<file path="src/rtl/pipelined_odd_multiple_precomputer.sv">
// Pipelined odd-multiple precomputer: (2k+1)*x for k = 0..NUM_MULT-1 on one registered bus,
// with valid/ready flow control, signed/unsigned extension, per-multiple overflow flags and flush.
module pipelined_odd_multiple_precomputer #(
  parameter int IN_DATA_WIDTH  = 17,
  parameter int OUT_DATA_WIDTH = 21,
  parameter int NUM_MULT       = 8,
  parameter int SIGNED         = 0,
  parameter int PIPE_STAGES    = 2
) (
  input  logic                               clk,
  input  logic                               rst_n,
  input  logic                               flush,
  input  logic                               in_valid,
  output logic                               in_ready,
  input  logic [IN_DATA_WIDTH-1:0]           in_data,
  output logic                               out_valid,
  input  logic                               out_ready,
  output logic [NUM_MULT*OUT_DATA_WIDTH-1:0] mult_bus,
  output logic [NUM_MULT-1:0]                ovf_flags
);

  // Wide enough to hold 31x of either the input or an output-width value exactly.
  localparam int W   = ((IN_DATA_WIDTH > OUT_DATA_WIDTH) ? IN_DATA_WIDTH : OUT_DATA_WIDTH) + 5;
  localparam int EXT = W - IN_DATA_WIDTH;

  function automatic logic f_ovf(input logic [W-1:0] p);
    logic r;
    if (SIGNED != 0) begin
      r = !((&p[W-1:OUT_DATA_WIDTH-1]) || !(|p[W-1:OUT_DATA_WIDTH-1]));
    end else begin
      r = |p[W-1:OUT_DATA_WIDTH];
    end
    return r;
  endfunction

  logic [W-1:0]                       w_ext;
  logic [W-1:0]                       w_src;
  logic [W-1:0]                       w_acc;
  logic [NUM_MULT*OUT_DATA_WIDTH-1:0] w_bus;
  logic [NUM_MULT-1:0]                w_ovf;
  logic                               w_out_adv;
  logic                               w_feed_v;

  logic                               r_out_v;
  logic [NUM_MULT*OUT_DATA_WIDTH-1:0] r_bus;
  logic [NUM_MULT-1:0]                r_ovf;

  generate
    if (SIGNED != 0) begin : g_sext
      assign w_ext = {{EXT{in_data[IN_DATA_WIDTH-1]}}, in_data};
    end else begin : g_zext
      assign w_ext = {{EXT{1'b0}}, in_data};
    end
  endgenerate

  // Odd multiples by repeated addition of 2x: m(k) = m(k-1) + 2x, so no multiplier is needed.
  always_comb begin
    w_bus = '0;
    w_ovf = '0;
    w_acc = w_src;
    for (int k = 0; k < NUM_MULT; k++) begin
      w_bus[k*OUT_DATA_WIDTH +: OUT_DATA_WIDTH] = w_acc[OUT_DATA_WIDTH-1:0];
      w_ovf[k] = f_ovf(w_acc);
      w_acc    = w_acc + {w_src[W-2:0], 1'b0};
    end
  end

  assign w_out_adv = !r_out_v || out_ready;

  generate
    if (PIPE_STAGES == 2) begin : g_two
      logic         r_v1;
      logic [W-1:0] r_x;

      assign in_ready = !r_v1 || w_out_adv;
      assign w_feed_v = r_v1;
      assign w_src    = r_x;

      // Stage 1: extended sample register; only loads when its contents can move on.
      always_ff @(posedge clk or negedge rst_n) begin
        if (!rst_n) begin
          r_v1 <= 1'b0;
          r_x  <= '0;
        end else if (flush) begin
          r_v1 <= 1'b0;
        end else if (in_ready) begin
          r_v1 <= in_valid;
          if (in_valid) begin
            r_x <= w_ext;
          end
        end
      end
    end else begin : g_one
      assign in_ready = w_out_adv;
      assign w_feed_v = in_valid;
      assign w_src    = w_ext;
    end
  endgenerate

  // Output stage: multiples and flags load together so they stay aligned through stalls.
  always_ff @(posedge clk or negedge rst_n) begin
    if (!rst_n) begin
      r_out_v <= 1'b0;
      r_bus   <= '0;
      r_ovf   <= '0;
    end else if (flush) begin
      r_out_v <= 1'b0;
    end else if (w_out_adv) begin
      r_out_v <= w_feed_v;
      if (w_feed_v) begin
        r_bus <= w_bus;
        r_ovf <= w_ovf;
      end
    end
  end

  assign out_valid = r_out_v;
  assign mult_bus  = r_bus;
  assign ovf_flags = r_ovf;

endmodule

</file>
<file path="config.mk">
export PLATFORM = sky130hd
export DESIGN_NAME = pipelined_odd_multiple_precomputer
export DESIGN_NICKNAME = d
export VERILOG_FILES = /design/src/rtl/pipelined_odd_multiple_precomputer.sv
export SDC_FILE = /design/constraint.sdc
export NUM_CORES = 1
export LEC_CHECK = 0
export CAP_MARGIN = 20
export CORE_UTILIZATION = 50
export DETAILED_ROUTE_END_ITERATION = 10
export GPL_TIMING_DRIVEN = 0
export PLACE_DENSITY = 0.89
export REMOVE_ABC_BUFFERS = 1
export SLEW_MARGIN = 20
export SYNTH_ARGS = -nofsm -noshare
export SYNTH_HDL_FRONTEND = slang
export SYNTH_SLANG_ARGS = --single-unit
export TNS_END_PERCENT = 1
</file>
<file path="constraint.sdc">
create_clock -name clk -period 8.85 [get_ports clk]
set_input_delay 1.3275 -clock clk [delete_from_list [all_inputs] [get_ports clk]]
set_output_delay 1.3275 -clock clk [all_outputs]
set_load 0.005 [all_outputs]
</file>
==> results of run 1 <==
## metal layers
| layer | track usage [%] | vias to the layer above | wire [µm] |
|---|---|---|---|
| met4 | 13.0 | 0 | 1520 |
| met5 | 0 | - | 0 |
| met2 | 46.9 | 516 | 17000 |
| li1 | - | 5442 | - |
| met1 | 33.5 | 5576 | 14600 |
| met3 | 3.76 | 125 | 1960 |
## area by class of cell
type	count	area [µm²]	area share, %
multi-input cells	1187	8420	51.1
flip-flops and latches	172	4310	26.2
repair buffers	272	2580	15.7
clock buffers	18	439	2.66
well taps	324	405	2.46
clock inverters	14	205	1.25
inverters	28	109	0.661
## worst max path at each step
stage	start	end	cells past startpoint
2_1_floorplan	g_two.r_x[1]	ovf_flags[7]	37
3_3_place_gp	out_ready	mult_bus[92]	5
3_5_place_dp	g_two.r_x[2]	ovf_flags[7]	46
4_1_cts	g_two.r_x[1]	ovf_flags[7]	38
5_1_grt	g_two.r_x[1]	ovf_flags[7]	38
6_report	g_two.r_x[1]	ovf_flags[7]	38
## metrics by stage
stage	area [µm²]	TNS (ns)	setup WS, ns	utilization, %	instances
3_3_place_gp	14300	-521.24	-4.44	59.0	1899
5_1_grt	16500	-4.64	-0.694	68.0	2015
6_report	16500	-1.18	-0.282	68.0	2015
4_1_cts	16100	0	0.00956	66.2	2002
3_5_place_dp	14500	-8.51	-1.20	59.7	1912
2_1_floorplan	12000	0	0.0181	-	1387
## sequential cells by signal, summed over array words and instances (netlist names)
name / count
out_valid: 1
ovf_flags: 4
mult_bus: 149
g_two.r_v1: 1
g_two.r_x: 17
## critical path: cells and delay by family (launching register included)
kind,cells,cell delay (ns)
flip-flops,1,0.54
AO/OA/AOI/OAI,14,3.03
XOR/XNOR,5,0.81
AND/OR/NAND/NOR,10,2.20
adder cells (fa/ha/maj),8,2.33
buffers and inverters,1,0.09
## logic make-up (layout without fill, tap and decap cells)
family	after synthesis	count (layout)	synth area share, %
AND/OR/NAND/NOR	596	596	20.8
buffers and inverters	90	332	3.52
AO/OA/AOI/OAI	321	321	17.0
XOR/XNOR	105	105	7.87
adder cells (fa/ha/maj)	128	128	13.4
multiplexers	26	26	2.44
other	1	11	0.0305
flip-flops	172	172	35.0
## layout by cell type (no fill, tap or decap), types with 23 or more instances in the layout
master / instances
clkdlybuf4s50_1: 187
o21ai_1: 23
xor2_1: 27
nand2_1: 402
a21o_1: 36
dfrtp_1: 167
nor2_1: 60
buf_4: 79
xnor2_1: 53
o21ai_0: 67
o21a_1: 26
ha_1: 93
a21oi_1: 54
inv_1: 27
## what timing repair did
item                       in CTS  in global routing
pin swaps                      47                 24
setup endpoints to repair      12                 13
resized for setup              97                 58
buffers inserted               58                 13
==> flow_summary.ini, run 1 <==
[yosys]
ys_seq_area_share_pct = 35.0
syn-cell-area_um2 = 12300
synth_common_cells = 403 x nand2_1, 172 x dfrtp_1, 122 x ha_1
synth-edff-count = 0
synthCells = 1439
synthArstFlopShare_pct = 100
ys_seq_elements = 172
postSynthAreaPerCell_um2 = 8.55
synth_area_leader_cell = dfrtp_1
synth_flop_cell = dfrtp_1
synth.distinct_cells = 80
synthMostInstantiatedCell = nand2_1
synthTopCellsByArea = dfrtp_1 35%, ha_1 12%, nand2_1 12%, xnor2_1 4.8%, o21ai_0 3.1%
ys_warn_count = 0
synth_top_area_share_pct = 35.0

[floorplanning]
pin_count = 200
row_count = 57
core_area_um2 = 24200
start_util_pct = 50.8
die_area_um2 = 25200
die_w_um = 159
die_h_um = 159

[sta]
worst_pin_slew_ns = 0.884
finalMaxSlewViolations = 0
fin_crit_sh_pct = 103
relSlewSlack_pct = 40.9
fin_skew_ns = 0.00995
whs_ns = 0.474
setup_viol = 7
finalHoldViolCount = 0
grt_setup_unrepaired = true
period_needed_ns = 9.13
finalWorstSetupSlack_ns = -0.282
fmax_ghz = 0.110

[placed_design]
hpwl_um = 23600
portBuffers = 188
place.gp.congestion = 0.899

[global_routing]
grt_use_total_pct = 27.2
grt_antenna_before_repair = 0
grt-ovfl-total = 0
grt_max_degree = 91
grt_first_pass_wirelength_um = 56100
grt_pass1_vias = 11500

[cts]
ctsHoldBuffers = 0
clockBufferDepth = 2
cts-htree-levels = 4
cts_tree = yes
cts_num_sinks = 172
path_clk_slew_ns = 0.07
cts_root_buffer = clkbuf_16
clk_latency_ns = 0.44
numCtsBuffers = 17

[detailed_routing]
vias = 11700
firstDrtPassIters = 5
wire_per_inst_um = 17.4
drtAntennaViolNets = 0
route.detailed.drc = 0
drtIter0Drc = 823
avgViaCountPerCell = 5.79
routed_wirelength_um = 35200

[critical_path]
r2r_start = g_two.r_x[1]
endpoint_kind = register
r2r-end = ovf_flags[7]
r2r_cells = 38
critical-path-max-stage-delay_ns = 0.62
critPathArrivalTime_ns = 9.45
r2r_slack_ns = -0.28
critPathLaunchType = register
crit_required_ns = 9.17
critPathKind = register to register
crit_fanout = 8
cp_slowest_cell = or4b_2

[hold_path]
hp-start = mult_bus[56]
whs_endpoint = mult_bus[56]
hold_path_class = register to register
worstHoldPathCells = 2

[finish]
layout.nets = 1828
fill_cells = 1713
drive_above_1_share_pct = 17.1
diodes = 0
syn_to_final_growth_pct = 33.9

[status]
status = finished, violations left
violations = negative setup slack

[flow_run]
maxCapViolCount = 0
Power of run 1 is left out: the tool's default activity adds up to more than one toggle a clock period on the data nets, which glitch-free logic cannot reach.
==> run 2, diff against run 1 <==
--- a/config.mk
+++ b/config.mk
@@ -6,6 +6,8 @@
 export NUM_CORES = 1
 export LEC_CHECK = 0
 export CAP_MARGIN = 20
+export CORE_ASPECT_RATIO = 0.8
+export CORE_MARGIN = 5
 export CORE_UTILIZATION = 50
 export DETAILED_ROUTE_END_ITERATION = 10
 export GPL_TIMING_DRIVEN = 0
==> run 2 against run 1 <==
Core utilization is 4.4 points higher; global-route usage is 1.9 points lower; register-to-register slack better by 0.13 ns; critical path depth is 5 higher; setup slack better by 0.13 ns; final cell count is 2.3% higher; cell area is 6.7% higher; sequential share of layout area is 1.7 points lower; non-clock buffer count is 54 higher; fmax is 1.4% higher; largest cell class unchanged; the run still ends with negative setup slack left; clock skew is 0.0032 ns higher.
==> flow_summary.ini, run 2 (same netlist as run 1, synthesis figures left out) <==
[status]
status = finished, violations left
violations = negative setup slack

[floorplanning]
row_count = 51
die_h_um = 150
die_w_um = 185
die_area_um2 = 27900
start_util_pct = 50.6
core_area_um2 = 24300
pin_count = 200

[global_routing]
grt_first_pass_wirelength_um = 57400
grt_use_total_pct = 25.3
grt-ovfl-total = 0
grt_max_degree = 89
grt_antenna_before_repair = 0
grt_pass1_vias = 11500

[placed_design]
hpwl_um = 25800
portBuffers = 188
pre_cts_slack_ns = -1.34
place.gp.congestion = 0.935

[detailed_routing]
firstDrtPassIters = 5
wire_per_inst_um = 19.5
drtAntennaViolNets = 0
vias = 12100
avgViaCountPerCell = 5.87
routed_wirelength_um = 40200
drtIter0Drc = 948
route.detailed.drc = 0

[finish]
seqCellArea_um2 = 4310
fill_cells = 1569
drive_above_1_share_pct = 24.5
diodes = 0
layout_commonest_cell = nand2_1
multi_input_area_um2 = 9170
largest_reg_flops = 149
syn_to_final_growth_pct = 42.9
final_cell_mix = 392 x nand2_1, 187 x clkdlybuf4s50_1, 167 x dfrtp_1, 129 x buf_4, 72 x ha_1
layout.nets = 1882

[sta]
setup_viol = 3
worst_pin_slew_ns = 0.967
whs_ns = 0.475
relSlewSlack_pct = 35.4
fmax_ghz = 0.111
fin_crit_sh_pct = 102
fin_skew_ns = 0.0132
finalWorstSetupSlack_ns = -0.155
grt_setup_unrepaired = true
finalMaxSlewViolations = 0
period_needed_ns = 9.00
finalHoldViolCount = 0

[flow_run]
maxCapViolCount = 0

[cts]
ctsHoldBuffers = 0
cts_root_buffer = clkbuf_16
cts-htree-levels = 4
numCtsBuffers = 17
clockBufferDepth = 2
path_clk_slew_ns = 0.07
clk_latency_ns = 0.45
cts_num_sinks = 172
cts_tree = yes

[hold_path]
hold_path_class = register to register

[critical_path]
endpoint_kind = register
cp_top_family = compound AO/OA/AOI/OAI gates
worst_path_most_repeated_cell = ha_4
cp_slowest_cell = dfrtp_4
critPathLaunchType = register
critPathKind = register to register
critPathArrivalTime_ns = 9.33
crit_fanout = 6
crit_required_ns = 9.17
critical-path-max-stage-delay_ns = 0.56
path_buf_inv = 4
==> run 2: changes by cell type in the layout (fill, tap and decap cells not counted), moves of 6 or more <==
cell,delta
nand2_2,+10
nor2_2,+7
ha_1,-21
xor2_1,-8
buf_4,+50
o21ai_0,-7
ha_4,+25
xor2_2,+6
xnor2_2,+6
xnor2_1,-8
nor2_1,-8
nand2_1,-10
==> run 2: cell type report <==
class	instances	area share, %
Clock inverter	12	0.782
Timing Repair Buffer	326	17.1
Sequential cell	172	24.5
Multi-Input combinational cell	1187	52.2
Inverter	28	0.619
Clock buffer	19	2.57
Tap cell	318	2.26
==> run 2: worst reg2reg max path, delay by kind of cell (launching register included) <==
family / cells / cell delay, ns
AO/OA/AOI/OAI: 18 / 3.32
XOR/XNOR: 5 / 1.21
adder cells (fa/ha/maj): 8 / 2.42
buffers and inverters: 4 / 0.52
flip-flops: 1 / 0.56
AND/OR/NAND/NOR: 8 / 0.85
==> run 2: timing repair <==
item,4_1_cts,5_1_grt
endpoints found under the setup margin,12,11
buffers inserted,51,73
endpoints found under the hold margin,0,0
resized for setup,115,172
pin swaps,55,135
==> run 2: layer usage <==
layer,vias to the layer above,wire length (µm),GRT usage [%]
met5,-,0,0
met4,0,1470,5.98
met3,131,2890,4.73
met2,614,19500,44.1
li1,5522,-,-
met1,5841,16300,32.8
==> run 2: through the flow <==
stage	util, %	area (µm²)	setup TNS, ns	instances
floorplan	-	12000	0	1387
global route	72.4	17600	-1.72	2062
global placement	58.8	14300	-483.03	1893
detailed placement	59.6	14500	-9.72	1907
CTS	66.2	16100	-0.0000933	1989
finish	72.4	17600	-0.377	2062
==> run 2: worst paths after layout <==
kind | from | slack (ns) | cells after the start | endpoint
worst max-delay path | g_two.r_x[1] | -0.15 | 43 | ovf_flags[7]
worst min-delay path | mult_bus[8] | 0.48 | 2 | mult_bus[8]
worst max register to register | g_two.r_x[1] | -0.15 | 43 | ovf_flags[7]
worst min register to register | mult_bus[8] | 0.48 | 2 | mult_bus[8]
max in group asynchronous | rst_n | 7.14 | 2 | mult_bus[38]
min in group asynchronous | rst_n | 0.82 | 1 | mult_bus[4]
Power of run 2 is left out for the same reason.
==> RTL edit 1: new RTL, config.mk and constraints of run 1 <==
Change the parameter `SIGNED` from 0 to 1.
--- a/src/rtl/pipelined_odd_multiple_precomputer.sv
+++ b/src/rtl/pipelined_odd_multiple_precomputer.sv
@@ -4,7 +4,7 @@
   parameter int IN_DATA_WIDTH  = 17,
   parameter int OUT_DATA_WIDTH = 21,
   parameter int NUM_MULT       = 8,
-  parameter int SIGNED         = 0,
+  parameter int SIGNED         = 1,
   parameter int PIPE_STAGES    = 2
 ) (
   input  logic                               clk,
Check against the original RTL: not equivalent (Yosys sat finds a counterexample within 4 cycles, from zero or initial values and one cycle with rst_n low).
==> RTL edit 1 against run 1 <==
The flow still finishes with violations (negative setup slack). Via count rose by 11%. Die area rose by 1.0%. Worst setup slack got worse by 1.9 ns. Design area rose by 6.7%. Maximum frequency fell by 17%. Critical path depth rose by 18. Routed wire length rose by 25%. Sequential cell count fell by 3. Area after synthesis rose by 1.0%. Largest cell class unchanged.
Power is left out: the tool's default activity adds up to more than one toggle a clock period on the data nets, which glitch-free logic cannot reach.
==> RTL edit 1: results (changes against run 1) <==
run status=finished, violations left; failing checks=negative setup slack; TritonRoute pass-1 iters=6 (+1); PortBufs=195 (+3.7%); Post-CTS Resized=118 (+22%); number of flip-flops under the largest register name=146 (-2.0%); Adder-Cell Fraction of Synth Area=14.6% (+1.2 points); GRT Total Usage=31.4% (+4.2 points); Post-Place Cell Area=14700 um^2 (+1.5%); Iter 0 DRT Violations=1121 (+36%); top cells by area, synth=dfrtp_1, ha_1, nand2_1, xnor2_1, mux2_2; hpwl dp=24.8 mm (+5.1%); setup ws final=-2.15 ns (-1.87 ns); Slew @ Worst Pin=1.02 ns (+0.137 ns); xor/xnor share of the synthesized area=7.24% (-0.62 points); most frequent cells after synthesis=nand2_1, dfrtp_1, ha_1; first-pass GRT wire length=64.1 mm (+14%); CP arrival=11.36 ns (+1.91 ns); clock skew=0.0121 ns (+0.00215 ns); # setup viols final=11 (+4); Post CTS Setup Buffer Count=135 (+130%); Synth Area in Compound Gates=17.2% (+0.12 points); HP Start=mult_bus[130]$_DFFE_PN0P_; slowest stage delay, CP=0.45 ns (-0.17 ns); Vias/cell=6.16 (+6.4%); share of layout cells above drive strength 1=25.0% (+7.8 points); NumNets Final=1919 (+5.0%); terminus of the critical flop-to-flop path=ovf_flags[5]$_DFFE_PN0P_; pin count of the biggest net entering global routing=70 (-23%); post-synth cell types=74 (-7.5%); fraction of the yosys area taken by sequential cells=34.0% (-0.96 points)
==> RTL edit 1: worst max-delay path: cells and delay by family (launching register included) <==
| kind | cells | cell delay [ns] |
|---|---|---|
| xor+xnor | 3 | 1.01 |
| simple gates | 12 | 2.24 |
| compound gates | 10 | 2.12 |
| flops | 1 | 0.45 |
| fa+ha+maj | 5 | 1.69 |
| buf+inv | 26 | 3.37 |
==> RTL edit 1: routing by layer <==
metal  up-vias  GRT usage (%)  wire length, um
li1       5630              -                -
met1      6155           35.1            16200
met2       808           53.6            21200
met3       295           5.92             3320
met4         0           22.9             3350
met5         -              0                0
==> RTL edit 1: how the worst max path moves through the flow <==
stage	end	start	slack (ns)
finish	ovf_flags[5]$_DFFE_PN0P_	g_two.r_x[1]$_DFFE_PN0P_	-2.15
global route	ovf_flags[5]$_DFFE_PN0P_	g_two.r_x[1]$_DFFE_PN0P_	-2.23
CTS	ovf_flags[7]$_DFFE_PN0P_	g_two.r_x[1]$_DFFE_PN0P_	-1.01
detailed placement	ovf_flags[7]$_DFFE_PN0P_	g_two.r_x[1]$_DFFE_PN0P_	-3.17
global placement	ovf_flags[7]$_DFFE_PN0P_	flush	-6.26
floorplan	ovf_flags[7]$_DFFE_PN0P_	g_two.r_x[1]$_DFFE_PN0P_	-1.53
==> RTL edit 1: layout make-up <==
type	instances	area, um^2
Clock buffer	22	474
Timing Repair Buffer	373	3450
Sequential cell	169	4240
Clock inverter	10	119
Tap cell	324	405
Fill cell	1621	6810
Multi-Input combinational cell	1150	8720
Inverter	45	175
==> RTL edit 1: per-stage QoR <==
stage	TNS (ns)	setup WS (ns)
after global routing	-13.21	-2.23
after floorplan	-11.88	-1.53
after global placement	-617.38	-6.26
final	-10.85	-2.15
after detailed placement	-20.59	-3.17
after CTS	-4.63	-1.01
==> RTL edit 2: new RTL, settings of run 1 <==
Without the edit above. Make the reset (`rst_n`) synchronous in 2 clocked blocks.
--- a/src/rtl/pipelined_odd_multiple_precomputer.sv
+++ b/src/rtl/pipelined_odd_multiple_precomputer.sv
@@ -77,7 +77,7 @@
       assign w_src    = r_x;
 
       // Stage 1: extended sample register; only loads when its contents can move on.
-      always_ff @(posedge clk or negedge rst_n) begin
+      always_ff @(posedge clk) begin
         if (!rst_n) begin
           r_v1 <= 1'b0;
           r_x  <= '0;
@@ -98,7 +98,7 @@
   endgenerate
 
   // Output stage: multiples and flags load together so they stay aligned through stalls.
-  always_ff @(posedge clk or negedge rst_n) begin
+  always_ff @(posedge clk) begin
     if (!rst_n) begin
       r_out_v <= 1'b0;
       r_bus   <= '0;
Formal check against the unedited RTL: not equivalent (Yosys sat finds a counterexample within 4 cycles, from zero or initial values and one cycle with rst_n low; the reset may be asserted at any time).
==> RTL edit 2 against run 1 <==
The run still ends with negative setup slack left. Sequential cell count unchanged. Design area decreased by 1.9%. Area after synthesis decreased by 0.89%. Critical path depth increased by 1. Worst hold slack got worse by 0.023 ns. Routed wire length increased by 5.6%. Worst setup slack improved by 0.092 ns. Clock skew decreased by 0.0018 ns. Critical path type unchanged. Largest cell class unchanged.
Power is left out: it rests on default switching activity, and per cell area and clock period it moved more than threefold.
==> RTL edit 2: results (changes against run 1) <==
GRT Total Usage=27.0% (-0.19 points); met3 wire len=2.54 mm (+29%); vias=12295 (+5.5%); pin count of the biggest net entering global routing=67 (-26%); number of global-route vias before repair=11293 (-1.9%); multiplexer area fraction after synthesis=0.246% (-2.2 points); post-placement worst setup slack=-1.64 ns (-0.439 ns); DRT met1 WL=15.0 mm (+2.2%); sum of negative setup slack=-0.751 ns (+0.431 ns); Crit Path Max Fanout=5 (-3); fin cells=2081 (+3.3%); run status=finished, violations left; CP max stage cell=a2111o_1; top cells by area, synth=dfxtp_1, ha_1, nand2_1, a21boi_0, xnor2_1; HP Start=mult_bus[151]$_SDFFE_PN0P_; synthesized instance count=1529 (+6.3%); hold slack=0.452 ns (-0.0228 ns); share of layout cells above drive strength 1=15.0% (-2.2 points); hpwl dp=24.8 mm (+5.1%); Slew @ Worst Pin=0.913 ns (+0.0290 ns); Reg2Reg Depth=39 (+2.6%); xor/xnor share of the synthesized area=7.79% (-0.083 points); Synth Area in Compound Gates=25.8% (+8.8 points); terminus of the critical flop-to-flop path=ovf_flags[7]$_SDFFE_PN0P_; clock skew=0.00814 ns (-0.00182 ns); Iter 0 DRT Violations=1063 (+29%); Worst Setup SP=g_two.r_x[1]$_SDFFE_PN0P_; most frequent cells after synthesis=nand2_1, dfxtp_1, ha_1; fraction of the yosys area taken by sequential cells=28.2% (-6.7 points); GPL Wtd Cong=0.889 (-1.2%); met2 wire length=18.2 mm (+6.7%); Worst Hold End=mult_bus[151]$_SDFFE_PN0P_; first-pass GRT wire length=54.3 mm (-3.3%); setup ws final=-0.189 ns (+0.0922 ns); Post-synth ARST share=0% (-100 points); Adder-Cell Fraction of Synth Area=13.6% (+0.21 points); NumNets Final=1900 (+3.9%); # setup viols final=9 (+2); routed wire length=37.1 mm (+5.6%); slowest stage delay, CP=0.47 ns (-0.15 ns); post-synth cell types=85 (+6.3%); Post-CTS Resized=53 (-45%); Yosys top cell area share=28.2% (-6.7 points); post-placement cell count=1984 (+3.8%); failing checks=negative setup slack; CP arrival=9.40 ns (-0.05 ns); PortBufs=188 (unchanged); Post CTS Setup Buffer Count=22 (-62%)
RTL edit 2: cell count changes in the layout (fill, tap and decap cells not counted), moves of 22 or more:
cell      before  now
a21boi_0       1   91
nand2_1      402  306
nor2_1        60  100
a21oi_1       54  102
dfxtp_1        0  164
mux2_2        22    0
dfrtp_1      167    0
RTL edit 2: tightest hold or removal path, stage by stage, from the launching register on:
cell	delay, ns
dfxtp_1	0.31
nand2_1	0.05
a21oi_1	0.05
RTL edit 2: layout make-up:
cell class / count / area (um^2)
Sequential cell: 172 / 3470
Inverter: 34 / 129
Clock buffer: 21 / 460
Tap cell: 319 / 399
Multi-Input combinational cell: 1253 / 8970
Timing Repair Buffer: 272 / 2590
Clock inverter: 10 / 140
Fill cell: 1718 / 7520
RTL edit 2: routing by layer:
metal  global-route usage (%)  vias up
met3                     4.57      126
met2                     47.2      593
met5                        0        -
met1                     32.5     5807
li1                         -     5769
met4                     11.6        0
